[src/rtl/cpu_ctrl_pkg.sv]
// Shared control definitions for the phase-1 CPU: opcode encodings, IR field
// positions, the sequencer state encoding and an opcode classifier.
// No ports; imported by the sequencer, the datapath and the bench.
package cpu_ctrl_pkg;

    localparam logic [4:0] OP_ADD  = 5'b00011;
    localparam logic [4:0] OP_SUB  = 5'b00100;
    localparam logic [4:0] OP_AND  = 5'b00101;
    localparam logic [4:0] OP_OR   = 5'b00110;
    localparam logic [4:0] OP_SHR  = 5'b00111;
    localparam logic [4:0] OP_SHL  = 5'b01000;
    localparam logic [4:0] OP_NEG  = 5'b01001;
    localparam logic [4:0] OP_NOT  = 5'b01010;
    localparam logic [4:0] OP_MUL  = 5'b01111;
    localparam logic [4:0] OP_DIV  = 5'b10000;
    localparam logic [4:0] OP_NOP  = 5'b11010;
    localparam logic [4:0] OP_HALT = 5'b11011;

    localparam int IR_OPC_HI = 31;
    localparam int IR_OPC_LO = 27;
    localparam int IR_RA_HI  = 26;
    localparam int IR_RA_LO  = 23;
    localparam int IR_RB_HI  = 22;
    localparam int IR_RB_LO  = 19;
    localparam int IR_RC_HI  = 18;
    localparam int IR_RC_LO  = 15;

    typedef enum logic [3:0] {
        ST_IDLE   = 4'd0,
        ST_T0     = 4'd1,
        ST_T1     = 4'd2,
        ST_T2     = 4'd3,
        ST_T3     = 4'd4,
        ST_T4     = 4'd5,
        ST_T5     = 4'd6,
        ST_T6     = 4'd7,
        ST_HALTED = 4'd8
    } state_e;

    typedef enum logic [2:0] {
        CL_ALU,
        CL_MULDIV,
        CL_NOP,
        CL_HALT,
        CL_ILLEGAL
    } op_class_e;

    function automatic op_class_e classify(input logic [4:0] op);
        op_class_e cl;
        case (op)
            OP_ADD, OP_SUB, OP_AND, OP_OR,
            OP_SHR, OP_SHL, OP_NEG, OP_NOT: cl = CL_ALU;
            OP_MUL, OP_DIV:                 cl = CL_MULDIV;
            OP_NOP:                         cl = CL_NOP;
            OP_HALT:                        cl = CL_HALT;
            default:                        cl = CL_ILLEGAL;
        endcase
        return cl;
    endfunction

endpackage

[src/rtl/reg_select_decoder.sv]
// One-hot general-register select.
// Ports:
//   idx_i    in  4      register index
//   en_i     in  1      enable; output is all-zero when low
//   onehot_o out NREGS  one-hot select (all-zero if idx_i >= NREGS)
module reg_select_decoder #(
    parameter int NREGS = 16
) (
    input  logic [3:0]       idx_i,
    input  logic             en_i,
    output logic [NREGS-1:0] onehot_o
);

    always_comb begin
        onehot_o = '0;
        for (int i = 0; i < NREGS; i++) begin
            onehot_o[i] = en_i && (int'(idx_i) == i);
        end
    end

endmodule

[src/rtl/alu_sequencer.sv]
// Hard-wired control unit for the phase-1 datapath: instruction fetch (T0-T2)
// and execute (T3-T6) for ALU, mul/div, nop and halt instructions.
// Ports:
//   clock, clear      clock and synchronous active-high reset
//   run               start / continue fetching (sampled in IDLE and at retire)
//   ir[31:0]          IR contents read back from the datapath
//   mem_ready         memory data valid; releases the T1 wait
//   PCout..HIin       datapath strobes
//   Rout, Rin         one-hot register bus enable / load enable
//   alu_op            opcode during T4, else 0
//   busy, halted      status
//   illegal           one-cycle pulse in T3 for an unsupported opcode
//   instr_count       retired-instruction count, wraps
//
//   state   | meaning
//   IDLE    | waiting for run, all strobes low
//   T0      | PC to MAR, PC increment
//   T1      | memory read; held here until mem_ready
//   T2      | MDR to IR
//   T3      | decode; Rb to Y, or retire nop/illegal, or enter HALTED
//   T4      | Rc through ALU into Z
//   T5      | Z low to Ra (ALU class, retire) or to LO (mul/div)
//   T6      | Z high to HI (mul/div, retire)
//   HALTED  | stopped until clear
module alu_sequencer
    import cpu_ctrl_pkg::*;
#(
    parameter int NREGS = 16,
    parameter int CNT_W = 16
) (
    input  logic             clock,
    input  logic             clear,
    input  logic             run,
    input  logic [31:0]      ir,
    input  logic             mem_ready,
    output logic             PCout,
    output logic             MARin,
    output logic             IncPC,
    output logic             Read,
    output logic             MDRin,
    output logic             MDRout,
    output logic             IRin,
    output logic             Yin,
    output logic             ZLowIn,
    output logic             ZHighIn,
    output logic             ZLowOut,
    output logic             ZHighOut,
    output logic             LOin,
    output logic             HIin,
    output logic [NREGS-1:0] Rout,
    output logic [NREGS-1:0] Rin,
    output logic [4:0]       alu_op,
    output logic             busy,
    output logic             halted,
    output logic             illegal,
    output logic [CNT_W-1:0] instr_count
);

    state_e           state_q, state_d;
    logic [CNT_W-1:0] cnt_q, cnt_d;
    logic             retire;

    logic [4:0]       opcode;
    logic [3:0]       ra, rb, rc;
    op_class_e        op_class;
    logic             is_muldiv;
    logic             rout_en, rin_en;
    logic [3:0]       rout_idx;
    logic             unused_ir_bits;

    assign opcode         = ir[IR_OPC_HI:IR_OPC_LO];
    assign ra             = ir[IR_RA_HI:IR_RA_LO];
    assign rb             = ir[IR_RB_HI:IR_RB_LO];
    assign rc             = ir[IR_RC_HI:IR_RC_LO];
    assign unused_ir_bits = ^ir[IR_RC_LO-1:0];
    assign op_class       = classify(opcode);
    assign is_muldiv      = (op_class == CL_MULDIV);

    always_comb begin
        state_d = state_q;
        retire  = 1'b0;
        case (state_q)
            ST_IDLE: if (run) state_d = ST_T0;
            ST_T0:   state_d = ST_T1;
            ST_T1:   if (mem_ready) state_d = ST_T2;
            ST_T2:   state_d = ST_T3;
            ST_T3: begin
                if (op_class == CL_ALU || is_muldiv) state_d = ST_T4;
                else if (op_class == CL_HALT)        state_d = ST_HALTED;
                else                                 retire  = 1'b1;
            end
            ST_T4:   state_d = ST_T5;
            ST_T5: begin
                if (is_muldiv) state_d = ST_T6;
                else           retire  = 1'b1;
            end
            ST_T6:     retire  = 1'b1;
            ST_HALTED: state_d = ST_HALTED;
            default:   state_d = ST_IDLE;
        endcase
        if (retire) state_d = run ? ST_T0 : ST_IDLE;
        cnt_d = retire ? cnt_q + CNT_W'(1) : cnt_q;
    end

    always_ff @(posedge clock) begin
        if (clear) begin
            state_q <= ST_IDLE;
            cnt_q   <= '0;
        end else begin
            state_q <= state_d;
            cnt_q   <= cnt_d;
        end
    end

    // Strobes are decoded from state_q and ir rather than registered: the IR
    // loads on the edge that enters T3, so T3 decode cannot be precomputed.
    always_comb begin
        PCout    = 1'b0;
        MARin    = 1'b0;
        IncPC    = 1'b0;
        Read     = 1'b0;
        MDRin    = 1'b0;
        MDRout   = 1'b0;
        IRin     = 1'b0;
        Yin      = 1'b0;
        ZLowIn   = 1'b0;
        ZHighIn  = 1'b0;
        ZLowOut  = 1'b0;
        ZHighOut = 1'b0;
        LOin     = 1'b0;
        HIin     = 1'b0;
        alu_op   = '0;
        illegal  = 1'b0;
        rout_en  = 1'b0;
        rout_idx = rb;
        rin_en   = 1'b0;
        case (state_q)
            ST_T0: begin
                PCout = 1'b1;
                MARin = 1'b1;
                IncPC = 1'b1;
            end
            ST_T1: begin
                Read  = 1'b1;
                MDRin = 1'b1;
            end
            ST_T2: begin
                MDRout = 1'b1;
                IRin   = 1'b1;
            end
            ST_T3: begin
                if (op_class == CL_ALU || is_muldiv) begin
                    rout_en = 1'b1;
                    Yin     = 1'b1;
                end
                illegal = (op_class == CL_ILLEGAL);
            end
            ST_T4: begin
                rout_en  = 1'b1;
                rout_idx = rc;
                ZLowIn   = 1'b1;
                ZHighIn  = is_muldiv;
                alu_op   = opcode;
            end
            ST_T5: begin
                ZLowOut = 1'b1;
                LOin    = is_muldiv;
                rin_en  = !is_muldiv;
            end
            ST_T6: begin
                ZHighOut = 1'b1;
                HIin     = 1'b1;
            end
            default: ;
        endcase
    end

    reg_select_decoder #(.NREGS(NREGS)) u_rout_dec (
        .idx_i    (rout_idx),
        .en_i     (rout_en),
        .onehot_o (Rout)
    );

    reg_select_decoder #(.NREGS(NREGS)) u_rin_dec (
        .idx_i    (ra),
        .en_i     (rin_en),
        .onehot_o (Rin)
    );

    assign busy        = (state_q != ST_IDLE) && (state_q != ST_HALTED);
    assign halted      = (state_q == ST_HALTED);
    assign instr_count = cnt_q;

endmodule

[config.mk]
export PLATFORM = sky130hd
export DESIGN_NAME = alu_sequencer
export DESIGN_NICKNAME = d
export VERILOG_FILES = /design/src/rtl/cpu_ctrl_pkg.sv /design/src/rtl/reg_select_decoder.sv /design/src/rtl/alu_sequencer.sv
export SDC_FILE = /design/constraint.sdc
export NUM_CORES = 1
export LEC_CHECK = 0
export CORE_ASPECT_RATIO = 1.1
export CORE_MARGIN = 2
export CORE_UTILIZATION = 30
export CTS_BUF_LIST = sky130_fd_sc_hd__clkbuf_16
export DETAILED_ROUTE_END_ITERATION = 8
export PLACE_DENSITY_LB_ADDON = 0.1
export SLEW_MARGIN = 20
export SYNTH_ARGS = -nofsm -noshare
export SYNTH_HDL_FRONTEND = slang
export SYNTH_SLANG_ARGS = --single-unit
export TNS_END_PERCENT = 10
[constraint.sdc]
create_clock -name clock -period 2.2 [get_ports clock]
set_input_delay 0.33 -clock clock [delete_from_list [all_inputs] [get_ports clock]]
set_output_delay 0.33 -clock clock [all_outputs]
set_load 0.005 [all_outputs]
==> results of run 1 <==
metal layers:
layer | track usage | share of wire
met5 | 0 | 0
met4 | 0.0375 | 0.0060
met3 | 0.0319 | 0.061
met2 | 0.302 | 0.50
met1 | 0.228 | 0.43
registers in the layout, indices dropped and copies added (netlist names):
name,count
state_q,4
instr_count,16
cells by family (layout without fill, tap and decap cells):
group                      after synthesis  after routing  synth area share
and+or+nand+nor                        127            127             0.414
DFF                                     20             20             0.241
adders and majority gates                1              1           0.00752
xor gates and xnor gates                 2              2            0.0105
buffers and inverters                   29            156            0.0903
muxes                                    1              1           0.00602
AOI/OAI and AO/OA                       55             55             0.231
cell usage after synthesis (all sizes together) (2+ instances only):
library cell	number	area [um2]
nand3b	4	30.0
and3	5	31.3
nor2	47	176
nand2	10	37.5
or3	6	37.5
nand2b	5	31.3
a31oi	6	37.5
and4b	2	23.8
o21ai	7	35.0
and2	5	31.3
inv	10	37.5
nand3	9	45.0
a21oi	21	105
clkbuf	5	18.8
buf	14	93.8
dfxtp	20	400
or4	9	67.6
nand4	4	25.0
nor3b	2	15.0
o31ai	9	67.6
nor3	12	71.3
final cells by class:
class	instances	area, um2	share of cell area
well taps	75	93.8	0.0296
inverters	10	37.5	0.0118
clock inverters	1	30.0	0.00947
multi-input cells	186	1260	0.399
flip-flops and latches	20	403	0.127
repair buffers	142	1260	0.399
clock buffers	3	75.1	0.0237
worst min-delay path, cell delays in order (launching register included):
cell and delay, ps:
dfxtp_1 310, o31ai_1 60, a21oi_1 50
path summary, 6_finish.rpt:
check             startpoint         endpoint  depth (start not counted)
max                   ir[27]           Rin[4]                          8
min          instr_count[15]  instr_count[15]                          2
max reg2reg       state_q[1]  instr_count[12]                          8
min reg2reg  instr_count[15]  instr_count[15]                          2
report_power, final:
group	internal, mW	leakage, nW	switching [mW]
logic	0.176	1.08	0.151
registers	0.371	0.162	0.00822
clock network	0.361	0.0511	0.144
total	0.909	1.29	0.303
metrics by stage:
stage / setup WS, ps / std cells / cell area [um2] / util / power [mW]
2_1_floorplan: 107 / 235 / 1660 / - / 0.524
3_3_place_gp: -850 / 414 / 2820 / 0.526 / 0.664
3_5_place_dp: -870 / 414 / 2820 / 0.526 / 0.669
4_1_cts: -186 / 431 / 3030 / 0.565 / 1.18
5_1_grt: -147 / 437 / 3170 / 0.591 / 1.26
6_report: -75.9 / 437 / 3170 / 0.591 / 1.21
repair_timing:
action | 4_1_cts | 5_1_grt
setup endpoints to repair | 60 | 53
pin swaps | 21 | 8
setup buffers | 13 | 6
resized for setup | 106 | 36
cell usage in the layout, fill, tap and decap left out, types with 5 or more instances in the layout:
cell	Yosys	routed
and3_1	5	5
nor3_1	11	9
nand3_1	9	8
inv_1	10	9
a21oi_1	21	17
or4_1	9	9
buf_2	6	11
buf_6	2	8
clkdlybuf4s50_1	0	53
dlygate4sd2_1	0	10
dfxtp_1	20	18
o21ai_1	5	5
nor2_1	47	44
nand2_1	10	9
or3_1	6	6
nand2b_1	5	5
buf_4	5	45
o31ai_1	9	9
and2_1	5	5
==> out/metrics.csv, run 1 <==
metric,value,unit
cts_tree,built,
skew,7.43,ps
num-fill-cells,511,
p_leak,1.29,nW
holdBufCountCts,0,
worst_ep_required_time,1870,ps
cp_slowest_cell,or3b_4,
ys_types,50,
initialDrtViolationCount,49,
grt_max_degree,22,
finalCriticalPeriod,2280,ps
worst_path_most_repeated_cell,buf_4,
ys_seq_area_frac,0.241,
vias,2228,
area_growth,90.6,%
cts_max_level,1,
cp_top_family,simple AND/OR/NAND/NOR gates,
coreArea,5360,um2
crit_type,in -> out,
ys_async_sr_fraction,0,
yosysWarnings,0,
synth_nets,272,
synth-seq-cells,20,
gp_congestion,0.794,
dp.final_hpwl,4010,um
first_pass_iters,4,
maxSlewHeadroom,0.667,
slowest_delay,420,ps
grt-ovfl-total,0,
crit_fanout,6,
arrival,1950,ps
layout.nets,400,
insertion_delay,260,ps
yosys_most_used_dff,dfxtp_1,
crit_buf_inv,4,
grt_pass1_vias,1915,
cts_sinks,20,
final_max_slew_viol_count,0,
status,finished with violations,
syn_area,1660,um2
netlist_instances,235,
wl,5830,um
ant_nets,0,
cts_max_path_buffers,2,
drcViolationCount,0,
grt_pass1_wl,8780,um
globalRouteTotalUtil,0.176,
die_h,82.1,um
violations,setup timing,
cts.clk_slew.worst_paths,50,ps
setup-violations-final,11,
cts_made_buffers,3,
hp-class,reg -> reg,
crit_path_start_kind,input pin,
setup_ws,-75.9,ps
cap_violations,0,
drive_gt1_frac,0.285,
initial_core_util,0.310,
fin_crit_sh,1.03,
antenna_cells,0,
core.rowCount,28,
fmax,439,MHz
fin_setup_tns,-390,ps
path_cells,"buf_4, buf_6, and4b_4, a221oi_4, or3b_4, buf_4, nor2_1, dlygate4sd2_1",
die_w,75.0,um
ios,106,
hold_slack,474,ps
cts_root_buf,clkbuf_16,
rsz0062_at_grt,true,
rrSetupSlack,70,ps
vdd_ir_drop_max,0.345,mV
drt-vias-per-instance,5.10,
p_per_area,382,nW/um2
post_drt_wl_per_cell,13.3,um
avgSynthCellArea,7.08,um2
worst_pin_slew,498,ps
crit_path_end_kind,output port,
hold_violations,0,
dieArea,6160,um2
portBuffers,90,
grt_antenna_before_repair,0,
synth-edff-count,0,
(Power assumes the default switching activity.)
==> run 2: changes to the inputs <==
--- a/config.mk
+++ b/config.mk
@@ -10,6 +10,8 @@
 export CORE_UTILIZATION = 30
 export CTS_BUF_LIST = sky130_fd_sc_hd__clkbuf_16
 export DETAILED_ROUTE_END_ITERATION = 8
+export DONT_BUFFER_PORTS = 1
+export GPL_TIMING_DRIVEN = 1
 export PLACE_DENSITY_LB_ADDON = 0.1
 export SLEW_MARGIN = 20
 export SYNTH_ARGS = -nofsm -noshare
==> run 2 against run 1 <==
  * Core utilization fell by 25 points
  * Non-clock buffer count fell by 130
  * The flow now finishes without violations
  * Largest cell class unchanged
  * Register-to-register slack improved by 80 ps
  * Combinational power fell by 56%
  * Hold slack got worse by 330 ps
  * Cell count fell by 30%
==> out/metrics.csv, run 2 (synthesis results as in run 1) <==
metric,value,unit,change
cts_sinks,20,,unchanged
total_power,0.890,mW,-27%
cap_violations,0,,unchanged
grt_antenna_before_repair,0,,unchanged
rr_endpoint,instr_count[12],,
die_w,75.0,um,unchanged
drive_gt1_frac,0.113,,-0.172
hold_violations,0,,unchanged
vdd_ir_drop_max,0.239,mV,-31%
layout.nets,270,,-33%
hold_depth,1,,-1
wl,4440,um,-24%
largest_reg_flops,16,,unchanged
arrival,1820,ps,-130 ps
drcViolationCount,0,,unchanged
crit_path_start_kind,flop,,
p_per_area,483,nW/um2,+26%
cts_root_buf,clkbuf_16,,
fin_setup_tns,0,ps,+390 ps
antenna_cells,0,,unchanged
grt_pass1_vias,1428,,-25%
cts_max_path_buffers,2,,unchanged
skew,1.64,ps,-5.79 ps
worstHoldStart,clear,,
core.rowCount,28,,unchanged
worst_pin_slew,518,ps,+19.9 ps
die_h,82.1,um,unchanged
fmax,465,MHz,+5.9%
min_to,instr_count[13],,
area_growth,10.9,%,
fin_cells,306,,-30%
reg2reg_from,state_q[0],,
rrSetupSlack,150,ps,+80 ps
rr_worst_depth,7,,-1
crit_path_end_kind,output port,,
grt_max_degree,35,,+59%
grt_pass1_wl,6820,um,-22%
cts_tree,built,,
insertion_delay,250,ps,about the same
cts.clk_slew.worst_paths,50,ps,about the same
ant_nets,0,,unchanged
rsz0062_at_grt,true,,
crit_type,reg -> out,,
mostFrequentLayoutCells,"nor2_1, a21oi_1, dfxtp_1",,
setup-violations-final,0,,-11
portBuffers,0,,-100%
initialDrtViolationCount,98,,+100%
ios,106,,unchanged
place_inst,302,,-27%
drt-vias-per-instance,5.56,,+9.1%
cts_made_buffers,3,,unchanged
final_max_slew_viol_count,0,,unchanged
vias,1702,,-24%
final_common_cell,nor2_1,,
worst_ep_required_time,1870,ps,about the same
p_leak,0.592,nW,-54%
maxSlewHeadroom,0.652,,-0.0150
fin_crit_sh,0.977,,-0.0573
hp-class,in -> reg,,
dp.final_hpwl,3290,um,-18%
holdBufCountCts,0,,unchanged
finalCriticalPeriod,2150,ps,-126 ps
crit_fanout,4,,-2
globalRouteTotalUtil,0.139,,-0.0366
dieArea,6160,um2,unchanged
first_pass_iters,4,,unchanged
coreArea,5360,um2,unchanged
status,"finished, final reports clean",,
initial_core_util,0.310,,unchanged
grt-ovfl-total,0,,unchanged
post_drt_wl_per_cell,14.5,um,+8.9%
gp_congestion,0.707,,-11%
cts_max_level,1,,unchanged
run 2: area by class of cell:
class / instances / area [um2]
Timing Repair Buffer: 12 / 103
Sequential cell: 20 / 400
Clock buffer: 3 / 75.1
Fill cell: 593 / 3520
Tap cell: 75 / 93.8
Inverter: 10 / 37.5
Multi-Input combinational cell: 186 / 1130
run 2: worst max-delay path by stage:
stage,start,to,slack [ps],cells past startpoint
2_1_floorplan,ir[29],Rout[10],110,6
3_3_place_gp,ir[30],Rout[14],120,5
3_5_place_dp,state_q[0],Rin[0],150,4
4_1_cts,state_q[0],Rin[8],20,4
5_1_grt,state_q[0],Rin[0],-60,4
6_report,state_q[0],Rin[8],50,4
run 2: metrics by stage:
stage           util  instance area [um2]  hold WS [ps]  setup WS, ps
2_1_floorplan      -                 1660           468           107
3_3_place_gp   0.324                 1740           403           123
3_5_place_dp   0.324                 1740           402           146
4_1_cts        0.341                 1830           139          18.9
5_1_grt        0.344                 1840           138         -61.3
6_report       0.344                 1840           145          50.2
run 2: what timing repair did:
item | in CTS | in global routing
pin swaps | 0 | 0
setup endpoints to repair | 4 | 20
buffers inserted | 1 | 0
resized for setup | 1 | 5
run 2: metal layers:
layer	GRT usage	share of wire
met5	0	0
met4	0.0321	0.0079
met3	0.0319	0.062
met2	0.221	0.45
met1	0.191	0.48
run 2: worst max-delay path, stage by stage (launching register included):
cell and delay [ps]:
dfxtp_1 340, nand4bb_1 270, a221oi_4 260, or3b_2 530
nor2_1 180
run 2: where the power goes:
part	switching (mW)	leakage [nW]	total [mW]	internal, mW
combinational	0.0810	0.394	0.143	0.0625
sequential	0.00774	0.161	0.378	0.371
clock	0.129	0.0370	0.368	0.239
total	0.217	0.592	0.890	0.673
